$ cat src/rtl/regfile_pkg.sv
// Shared types for the register-file write-back path: field widths and the buffered
// write-back entry {addr, data, arrival tag}.
package regfile_pkg;

    localparam int ADDR_W   = 3;
    localparam int DATA_W   = 16;
    localparam int NUM_REGS = 8;
    // Stored tag width; the scheduler's SEQ_W is expected to match it.
    localparam int TAG_W    = 4;

    typedef struct packed {
        logic [ADDR_W-1:0] addr;
        logic [DATA_W-1:0] data;
        logic [TAG_W-1:0]  tag;
    } wb_entry_t;

endpackage

$ cat src/rtl/wb_fifo.sv
// Single-clock FIFO of write-back entries with a combinational head view.
// With WB_PENDING_QUERY_EN defined it also exposes every slot and its valid bit.
module wb_fifo
    import regfile_pkg::*;
#(
    parameter  int DEPTH = 4,
    localparam int PTR_W = $clog2(DEPTH),
    localparam int CNT_W = $clog2(DEPTH + 1)
) (
    input  logic                 clk,
    input  logic                 rst,
    input  logic                 push,
    input  wb_entry_t            push_entry,
    input  logic                 pop,
    output wb_entry_t            head,
    output logic                 empty,
    output logic [CNT_W-1:0]     count
`ifdef WB_PENDING_QUERY_EN
    ,
    output wb_entry_t [DEPTH-1:0] entries,
    output logic [DEPTH-1:0]     entry_valid
`endif
);

    wb_entry_t [DEPTH-1:0] mem_q, mem_d;
    logic [PTR_W-1:0]      rd_ptr_q, rd_ptr_d;
    logic [PTR_W-1:0]      wr_ptr_q, wr_ptr_d;
    logic [CNT_W-1:0]      count_q, count_d;
    logic                  full;
    logic                  do_push;
    logic                  do_pop;

    assign full  = (count_q == CNT_W'(DEPTH));
    assign empty = (count_q == '0);
    assign count = count_q;
    assign head  = empty ? '0 : mem_q[rd_ptr_q];

    always_comb begin
        mem_d    = mem_q;
        rd_ptr_d = rd_ptr_q;
        wr_ptr_d = wr_ptr_q;
        do_push  = push && !full;
        do_pop   = pop && !empty;
        if (do_push) begin
            mem_d[wr_ptr_q] = push_entry;
            wr_ptr_d        = wr_ptr_q + PTR_W'(1);
        end
        if (do_pop) begin
            rd_ptr_d = rd_ptr_q + PTR_W'(1);
        end
        // Push and pop together leave the occupancy unchanged.
        count_d = count_q + CNT_W'(do_push) - CNT_W'(do_pop);
    end

`ifdef WB_PENDING_QUERY_EN
    logic [PTR_W-1:0] offs;

    assign entries = mem_q;

    // A slot is live when its distance from the read pointer is below the count.
    always_comb begin
        entry_valid = '0;
        offs        = '0;
        for (int i = 0; i < DEPTH; i++) begin
            offs           = PTR_W'(i) - rd_ptr_q;
            entry_valid[i] = (CNT_W'(offs) < count_q);
        end
    end
`endif

    always_ff @(posedge clk) begin
        if (rst) begin
            mem_q    <= '0;
            rd_ptr_q <= '0;
            wr_ptr_q <= '0;
            count_q  <= '0;
        end else begin
            mem_q    <= mem_d;
            rd_ptr_q <= rd_ptr_d;
            wr_ptr_q <= wr_ptr_d;
            count_q  <= count_d;
        end
    end

endmodule

$ cat src/rtl/regfile_writeback_scheduler.sv
// Buffers unit A/B results and drives the dual-write register file in arrival order.
// Optional pending-write query port enabled by defining WB_PENDING_QUERY_EN.
module regfile_writeback_scheduler
    import regfile_pkg::*;
#(
    parameter int DEPTH = 4,
    parameter int SEQ_W = TAG_W
) (
    input  logic              clk,
    input  logic              rst,
    input  logic              a_valid,
    output logic              a_ready,
    input  logic [ADDR_W-1:0] a_addr,
    input  logic [DATA_W-1:0] a_data,
    input  logic              b_valid,
    output logic              b_ready,
    input  logic [ADDR_W-1:0] b_addr,
    input  logic [DATA_W-1:0] b_data,
    output logic              we1,
    output logic [ADDR_W-1:0] write_addr1,
    output logic [DATA_W-1:0] write_data1,
    output logic              we2,
    output logic [ADDR_W-1:0] write_addr2,
    output logic [DATA_W-1:0] write_data2,
    output logic              idle
`ifdef WB_PENDING_QUERY_EN
    ,
    input  logic [ADDR_W-1:0] query_addr,
    output logic              query_pending
`endif
);

    localparam int CNT_W = $clog2(DEPTH + 1);

    wb_entry_t        a_in, b_in, a_head, b_head;
    logic             a_empty, b_empty;
    logic [CNT_W-1:0] a_count, b_count;
    logic             push_a, push_b;
    logic             issue_a, issue_b;
    logic [SEQ_W-1:0] seq_q, seq_d;
    logic [SEQ_W-1:0] tag_diff;
    logic             b_older;

    assign a_ready = !rst && (a_count < CNT_W'(DEPTH));
    assign b_ready = !rst && (b_count < CNT_W'(DEPTH));
    assign push_a  = a_valid && a_ready;
    assign push_b  = b_valid && b_ready;
    assign idle    = (a_count == '0) && (b_count == '0);

    always_comb begin
        a_in      = '0;
        a_in.addr = a_addr;
        a_in.data = a_data;
        a_in.tag  = TAG_W'(seq_q);
        b_in      = '0;
        b_in.addr = b_addr;
        b_in.data = b_data;
        b_in.tag  = TAG_W'(seq_q);
        seq_d     = seq_q;
        if (push_a || push_b) begin
            seq_d = seq_q + SEQ_W'(1);
        end
    end

    always_ff @(posedge clk) begin
        if (rst) begin
            seq_q <= '0;
        end else begin
            seq_q <= seq_d;
        end
    end

    // B is strictly older when (tagA - tagB) mod 2^SEQ_W lies in [1, 2^(SEQ_W-1)).
    assign tag_diff = SEQ_W'(a_head.tag) - SEQ_W'(b_head.tag);
    assign b_older  = (tag_diff != '0) && !tag_diff[SEQ_W-1];

    // Equal-address writes issued together rely on port 2 winning in the file,
    // so A is only held back when B's pending write to that register is older.
    always_comb begin
        issue_b = !b_empty;
        issue_a = !a_empty && !(!b_empty && (a_head.addr == b_head.addr) && b_older);
    end

    assign we1         = issue_a && !rst;
    assign we2         = issue_b && !rst;
    assign write_addr1 = a_head.addr;
    assign write_data1 = a_head.data;
    assign write_addr2 = b_head.addr;
    assign write_data2 = b_head.data;

`ifdef WB_PENDING_QUERY_EN
    wb_entry_t [DEPTH-1:0] a_ents, b_ents;
    logic [DEPTH-1:0]      a_ent_vld, b_ent_vld;

    always_comb begin
        query_pending = 1'b0;
        if (!rst) begin
            for (int i = 0; i < DEPTH; i++) begin
                if (a_ent_vld[i] && (a_ents[i].addr == query_addr)) query_pending = 1'b1;
                if (b_ent_vld[i] && (b_ents[i].addr == query_addr)) query_pending = 1'b1;
            end
        end
    end
`endif

    wb_fifo #(.DEPTH(DEPTH)) u_fifo_a (
        .clk        (clk),
        .rst        (rst),
        .push       (push_a),
        .push_entry (a_in),
        .pop        (we1),
        .head       (a_head),
        .empty      (a_empty),
        .count      (a_count)
`ifdef WB_PENDING_QUERY_EN
        ,
        .entries    (a_ents),
        .entry_valid(a_ent_vld)
`endif
    );

    wb_fifo #(.DEPTH(DEPTH)) u_fifo_b (
        .clk        (clk),
        .rst        (rst),
        .push       (push_b),
        .push_entry (b_in),
        .pop        (we2),
        .head       (b_head),
        .empty      (b_empty),
        .count      (b_count)
`ifdef WB_PENDING_QUERY_EN
        ,
        .entries    (b_ents),
        .entry_valid(b_ent_vld)
`endif
    );

endmodule

$ cat config.mk
export PLATFORM = sky130hd
export DESIGN_NAME = regfile_writeback_scheduler
export DESIGN_NICKNAME = d
export VERILOG_FILES = /design/src/rtl/regfile_pkg.sv /design/src/rtl/wb_fifo.sv /design/src/rtl/regfile_writeback_scheduler.sv
export SDC_FILE = /design/constraint.sdc
export NUM_CORES = 1
export LEC_CHECK = 0
export ABC_AREA = 1
export CORE_ASPECT_RATIO = 0.75
export CORE_UTILIZATION = 55
export DETAILED_ROUTE_END_ITERATION = 10
export DONT_BUFFER_PORTS = 1
export PLACE_DENSITY = 0.77
export SLEW_MARGIN = 40
export SYNTH_ARGS = -nofsm -noshare
export SYNTH_HDL_FRONTEND = slang
export SYNTH_SLANG_ARGS = --single-unit
export TNS_END_PERCENT = 20
$ cat constraint.sdc
create_clock -name clk -period 4.6 [get_ports clk]
set_clock_uncertainty 0.1 [all_clocks]
set_input_delay 0.92 -clock clk [delete_from_list [all_inputs] [get_ports clk]]
set_output_delay 0.92 -clock clk [all_outputs]
set_load 0.03 [all_outputs]
==> impl_metrics.csv, run 1 <==
group,metric,value,unit
run_status,status,"finished, final reports clean",
run,max-cap-violations,0,
logic_synthesis,synthArstFlopShare,0,%
logic_synthesis,yosysUniqueCellTypes,29,
worst_setup_path,worst-path-stages,16,
global_routing,gr-total-overflow,0,
logic_synthesis,yosysWarnings,0,
cells_and_area,layout.nets,1269,
sta,hold_viol_final,0,
sta,fin_crit,4.27,ns
pwr,p_leak,0.00347,uW
cells_and_area,n_antenna_cell,0,
logic_synthesis,ys_seq_elements,202,
sta,setup_viol,0,
worst_setup_path,path_buf_inv,4,
pwr,clock_power_share,28.9,%
route,wl,22.8,mm
floorplanning,die_h,113,microns
logic_synthesis,postSynthNetCount,1316,
global_routing,grt_pass1_vias,7237,
worst_setup_path,arrival,3.25,ns
cts,cts_hold_buffers,0,
global_routing,top_usage_layer,"met1",
placement,io_buffers,0,
worst_setup_path,cp-startpoint,"u_fifo_a.rd_ptr_q[1]",
global_routing,grt_util_met1,40.4,%
route,avgViaCountPerCell,5.70,
global_routing,grt_max_degree,98,
floorplanning,num_rows,40,
pwr,ir_worst_vdd,0.000321,V
logic_synthesis,ys_seq_area_share,44.4,%
cts,cts_max_path_buffers,3,
worst_setup_path,setup.worst_path.end_class,"primary output",
route,first_pass_iters,5,
hold_path,hold_path_class,"reg -> reg",
cells_and_area,syn_to_final_growth,7.73,%
pwr,p_sw_share,39.6,%
worst_setup_path,max_stage_delay,0.65,ns
pwr,p_switching,2240,uW
floorplanning,coreArea,16100,sq um
hold_path,min-delay-start,"u_fifo_b.mem_q[40]",
worst_setup_path,crit_slowest_cell,"dfxtp_1",
cts,htreeDepth,1,
global_routing,grt_pass1_wl,37.1,mm
worst_setup_path,worstRegToRegCells,22,
cts,clk_pin_slew,0.06,ns
hold_path,min_to,"u_fifo_b.mem_q[40]",
sta,tightestPinTransition,0.765,ns
cells_and_area,postLayoutCoreUtil,60.9,%
worst_setup_path,critPathRequiredTime,3.58,ns
worst_setup_path,path_delay_family,"flip-flops",
global_routing,antenna_found_initial,0,
cells_and_area,layout-drive-gt1-share,7.70,%
floorplanning,start_util,56.5,%
placement,dp.cells,1395,
cts,cts_buffers,21,
cts,tritoncts,"done",
cells_and_area,fillers,1494,
logic_synthesis,syn_area,9110,sq um
pwr,seqPwrFrac,34.8,%
sta,maxSlewHeadroom,48.8,%
sta,clock.fmax,234,MHz
cts,clockRootBuffer,"clkbuf_16",
cts,cts_setup_buffers,0,
logic_synthesis,synth_edf_count,0,
pwr,combPwrFrac,36.3,%
floorplanning,dieWidth,151,microns
worst_setup_path,worstSetupPathType,"reg -> out",
global_routing,track_usage,26.5,%
sta,finalCritPeriodShare,92.8,%
worst_setup_path,startpoint_type,"register",
cells_and_area,multiInputGateArea,4100,sq um
worst_setup_path,cpMostUsedCell,"inv_1",
worst_setup_path,r2r-start,"u_fifo_a.rd_ptr_q[1]",
worst_setup_path,r2r_end,"u_fifo_a.count[2]",
floorplanning,io_pins,85,
hold_path,hold_path_depth,2,
logic_synthesis,ys_dominant_reg_cell,"dfxtp_1",
cells_and_area,finalNonFillerCells,1431,
sta,rsz0062_at_grt,"false",
pwr,p_per_area,575,nW/um^2
worst_setup_path,worstPathCellList,"inv_2 > a21oi_1 > o21ai_0 > nand2_1 > nand2_1 > ha_1 > inv_1 > fa_1 > inv_1 > nand3_1 > o21ai_0 > o21bai_1 > nor2_2 > nand3_2 > nand2_2 > inv_1",
cts,ctsResizeCount,0,
route,ant_nets,0,
pwr,internal_power,3400,uW
floorplanning,die_area,17100,sq um
logic_synthesis,avgSynthCellArea,7.26,sq um
route,drc_errors,0,
route,num_vias,8162,
worst_setup_path,worst-path-max-fanout,13,
route,drtIter0Drc,862,
cts,clock-sinks,202,
placement,dpl.hpwl,14.0,mm
logic_synthesis,syn_inst,1255,
global_routing,grt_use_met2,38.4,%
worst_setup_path,r2r_setup_slack,0.61,ns
sta,slew_violations,0,
cells_and_area,seq_area,4040,sq um
route,wl_per_cell,15.9,microns
placement,gp_congestion,0.833,
cts,clk_latency,0.49,ns
sta,tns,0,ns
global_routing,gr-usage-met3,5.84,%
## registers in the layout (all words and copies together), names as in the netlist
signal and cells:
u_fifo_a.count 3, u_fifo_a.mem_q 92, u_fifo_b.mem_q 92, u_fifo_a.rd_ptr_q 2, u_fifo_b.rd_ptr_q 2, u_fifo_b.wr_ptr_q 2
u_fifo_b.count 3, u_fifo_a.wr_ptr_q 2, seq_q 4
## cell usage after synthesis, types with 2 or more instances
library cell | instances | share of area (%)
a21oi_1 | 307 | 17
dfxtp_1 | 202 | 44
o21ai_0 | 181 | 9.9
nand2_1 | 156 | 6.4
inv_1 | 129 | 5.3
nand3_1 | 104 | 5.7
clkbuf_1 | 60 | 2.5
buf_2 | 25 | 1.4
ha_1 | 16 | 2.2
nor2_1 | 16 | 0.66
inv_2 | 9 | 0.37
nand2_2 | 7 | 0.48
buf_1 | 6 | 0.25
buf_4 | 6 | 0.49
nor2_2 | 6 | 0.41
o21ai_1 | 5 | 0.27
buf_6 | 4 | 0.49
fa_1 | 3 | 0.66
nor3_1 | 2 | 0.11
xnor2_1 | 2 | 0.19
## tightest hold or removal path, cell delays in order, from the launching register on
cell     delay, ns
dfxtp_1       0.30
inv_1         0.06
a21oi_1       0.05
## layout make-up
type                       count  share of cell area, %
multi-input combinational    814                   41.7
clock inverter                 3                  0.191
sequential                   202                   41.2
tap                          210                   2.68
clock buffer                  33                   6.53
inverter                     138                   5.28
timing repair buffer          31                   2.37
## cell usage in the layout, fill, tap and decap left out
cell / count
a21oi_1: 307
dfxtp_1: 202
o21ai_0: 181
nand2_1: 154
inv_1: 128
nand3_1: 104
buf_4: 31
clkbuf_16: 21
nor2_1: 16
ha_1: 13
inv_2: 10
nand2_2: 9
clkbuf_8: 7
nor2_2: 6
o21ai_1: 5
clkbuf_1: 5
fa_1: 3
ha_2: 3
nor3_1: 2
xnor2_1: 2
clkinv_2: 2
and3_1: 1
o21a_1: 1
nand4_1: 1
xor2_1: 1
a21oi_2: 1
nor3_4: 1
nor3_2: 1
o21bai_1: 1
nand3_2: 1
inv_6: 1
## layer usage
metal,vias to the layer above,part of all wire (%),wire length (microns)
met1,3774,47,10700
met2,279,44,9970
met4,0,0.96,220
li1,4090,-,-
met3,19,8.3,1890
met5,-,0,0
## power by group through the flow
stage          sequential (uW)  combinational [uW]  clock, uW
3_5_place_dp              2000                2020          0
5_1_grt                   1980                2280       1710
2_1_floorplan             1960                1660          0
4_1_cts                   1960                2040       1640
6_report                  1960                2050       1630
3_3_place_gp              1990                1990          0
## stage by stage
stage	hold slack [ns]	setup WS [ns]	total power, uW	area (sq um)
floorplan	0.329	0.857	3620	9110
global route	0.365	0.0804	5970	9810
finish	0.351	0.331	5640	9810
global placement	0.339	0.795	3980	9140
detailed placement	0.343	0.672	4020	9150
CTS	0.352	0.328	5640	9810
## how the worst max path moves through the flow
stage	slack, ns	end
floorplan	0.86	u_fifo_a.count[2]
global route	0.08	we1
CTS	0.33	we1
detailed placement	0.67	u_fifo_a.count[2]
global placement	0.79	u_fifo_a.count[2]
finish	0.33	we1
## logic make-up (layout without fill, tap and decap cells)
logic type                 Yosys count  count (layout)  share of synthesized area (%)
DFF                                202             202                           44.4
buffers and inverters              239             205                           10.8
xor gates and xnor gates             3               3                          0.289
adders and majority gates           19              19                           2.86
AOI/OAI and AO/OA                  496             496                           27.3
and+or+nand+nor                    296             296                           14.3
(Power assumes the default switching activity.)
==> run 2: changes to the inputs <==
--- a/config.mk
+++ b/config.mk
@@ -8,9 +8,11 @@
 export ABC_AREA = 1
 export CORE_ASPECT_RATIO = 0.75
 export CORE_UTILIZATION = 55
+export CTS_CLUSTER_SIZE = 20
 export DETAILED_ROUTE_END_ITERATION = 10
 export DONT_BUFFER_PORTS = 1
 export PLACE_DENSITY = 0.77
+export SETUP_SLACK_MARGIN = 0.02
 export SLEW_MARGIN = 40
 export SYNTH_ARGS = -nofsm -noshare
 export SYNTH_HDL_FRONTEND = slang
==> results of run 2 <==
Same layout as run 1: the final DEF is identical, and so are final timing and power.
==> run 3: changes to the inputs <==
--- a/config.mk
+++ b/config.mk
@@ -12,7 +12,6 @@
 export DETAILED_ROUTE_END_ITERATION = 10
 export DONT_BUFFER_PORTS = 1
 export PLACE_DENSITY = 0.77
-export SETUP_SLACK_MARGIN = 0.02
 export SLEW_MARGIN = 40
 export SYNTH_ARGS = -nofsm -noshare
 export SYNTH_HDL_FRONTEND = slang
==> results of run 3 <==
Same layout as run 1: the final DEF is identical, and so are final timing and power.
==> RTL change (config.mk and constraints of run 1) <==
Change the package constant `DATA_W` from 16 to 20.
--- a/src/rtl/regfile_pkg.sv
+++ b/src/rtl/regfile_pkg.sv
@@ -3,7 +3,7 @@
 package regfile_pkg;
 
     localparam int ADDR_W   = 3;
-    localparam int DATA_W   = 16;
+    localparam int DATA_W   = 20;
     localparam int NUM_REGS = 8;
     // Stored tag width; the scheduler's SEQ_W is expected to match it.
     localparam int TAG_W    = 4;
Ports: changed (resized a_data, b_data, write_data1 and write_data2); port bits go from 85 to 101. No check against the original RTL was run, so the function may have changed too.
==> RTL change against run 1 <==
Cell count increased by 16%. Non-clock buffer count up 19. Sequential cell count is 32 higher. Final area is 16% higher. Clock power increased by 7%. Area after synthesis up 15%. Global-route usage down 0.21 points. Setup slack improved by 0.0024 ns. Total power rose by 14%. Routed wire length up 12%. Largest power group unchanged. Highest routed layer unchanged.
==> RTL change: results (changes against run 1) <==
- Fill count: 1,688 (+13%)
- Signal buffers: 50 (+61%)
- 1st-iter DRT viols: 883 (+2.4%)
- CTS Buffer Depth: 3 (unchanged)
- Final Util: 0.613 (+0.00417)
- DR WL/cell: 15.5 microns (-3.1%)
- Fraction of area in multi-input gates: 0.412 (-0.00571)
- Drt first pass iters: 5 (unchanged)
- Synth Area in Compound Gates: 0.283 (+0.00935)
- Gate Count Post-Synth: 1,441 (+15%)
- Worst Setup SP: u_fifo_b.rd_ptr_q[0]$_SDFFE_PP0P_
- Status: complete, no violations
- Number of global-route vias before repair: 8,583 (+19%)
- Placement Cell Area: 10,600 sq um (+16%)
- Inverters: 156 (+13%)
- Multi-input gates: 931 (+14%)
- Seq area share: 0.413 (+0.000970)
- Hold depth: 2 (unchanged)
- Worst R2R Path Depth: 22 (unchanged)
- First-pass GRT wire length: 42.6 mm (+15%)
- YS warnings: 0 (unchanged)
- Final Wtd Congestion: 0.886 (+6.4%)
- Non-Filler Instances: 1,659 (+16%)
- CTS buffer count: 23 (+9.5%)
- Clock-cell share: 0.0617 (-0.00544)
- Sequential share of the synthesized area: 0.449 (+0.00513)
- Pre-CTS setup slack: 0.563 ns (-0.110 ns)
- Most frequent cells after synthesis: 365 x a21oi_1, 234 x dfxtp_1, 220 x o21ai_0, 169 x nand2_1, 148 x inv_1
- Synth unique cells: 28 (-3.4%)
- Pin count of the biggest net entering global routing: 112 (+14%)
- Reg2reg setup slack: 0.53 ns (-0.08 ns)
- Max-slew headroom: 0.542 (+0.0534)
- Fraction of the mapped netlist area in adder cells: 0.0249 (-0.00362)
- GR Layer Usage met2: 0.402 (+0.0182)
- Internal power: 0.00384 W (+13%)
- WHS Endpoint: u_fifo_b.mem_q[58]$_SDFFE_PP0P_
- Antenna Cells: 0 (unchanged)
- Synth Net Count: 1,510 (+15%)
- Reg2reg start: u_fifo_b.rd_ptr_q[0]$_SDFFE_PP0P_
- Worst Slack Setup Final: 0.333 ns (+0.00236 ns)
- Placed insts: 1,618 (+16%)
- GRT met1 Usage: 0.386 (-0.0186)
- CLK BUF: 31 (-6.1%)
- Final HPWL DP: 15.8 mm (+13%)
- Post CTS Setup Buffer Count: 0 (unchanged)
- Number of sequential cells: 234 (+16%)
- Met3 Use GR: 0.0465 (-0.0119)
- Peak VDD IR: 0.280 mV (-13%)
- Largest cells by area after synthesis: dfxtp_1 45%, a21oi_1 18%, o21ai_0 11%
- Top flop regs: u_fifo_a.mem_q (108), u_fifo_b.mem_q (108), seq_q (4)
- Final non-clock buffer share: 0.0342 (+0.0105)
- Layout cell share with drive strength beyond 1: 0.0786 (+0.00163)
- Post-synthesis xor/xnor area fraction: 0.00252 (-0.000366)
- CP max FO: 28 (+15)
- Critical path's slowest cell: dfxtp_2
- HP Start: u_fifo_b.mem_q[58]$_SDFFE_PP0P_
- Delay-heaviest family, CP: flip-flops
- Leak: 4.00 nW (+15%)
- GRT Util Overall: 0.263 (-0.00210)
- Vias per cell: 5.66 (-0.83%)
[RTL change: stage by stage]
stage	hold slack (ns)	power (W)
finish	0.349	0.00643
detailed placement	0.341	0.00469
CTS	0.351	0.00644
global placement	0.338	0.00464
floorplan	0.329	0.00410
global route	0.364	0.00680
[RTL change: cell families (layout without fill, tap and decap cells)]
| family | after synthesis | in the layout |
|---|---|---|
| compound gates | 588 | 588 |
| simple gates | 321 | 321 |
| buf+inv | 276 | 247 |
| flops | 234 | 234 |
| fa+ha+maj | 19 | 19 |
| xor+xnor | 3 | 3 |
[RTL change: power by group through the flow]
stage	logic [W]	clock network, W	registers (W)
detailed placement	0.00234	0	0.00234
finish	0.00237	0.00175	0.00230
CTS	0.00235	0.00178	0.00230
global placement	0.00230	0	0.00234
global route	0.00261	0.00187	0.00232
floorplan	0.00184	0	0.00226
[RTL change: per-layer routing]
metal / share of wire / routed length, microns
met3: 0.080 / 2050
met2: 0.42 / 10900
met4: 0.016 / 420
met5: 0 / 0
met1: 0.48 / 12300
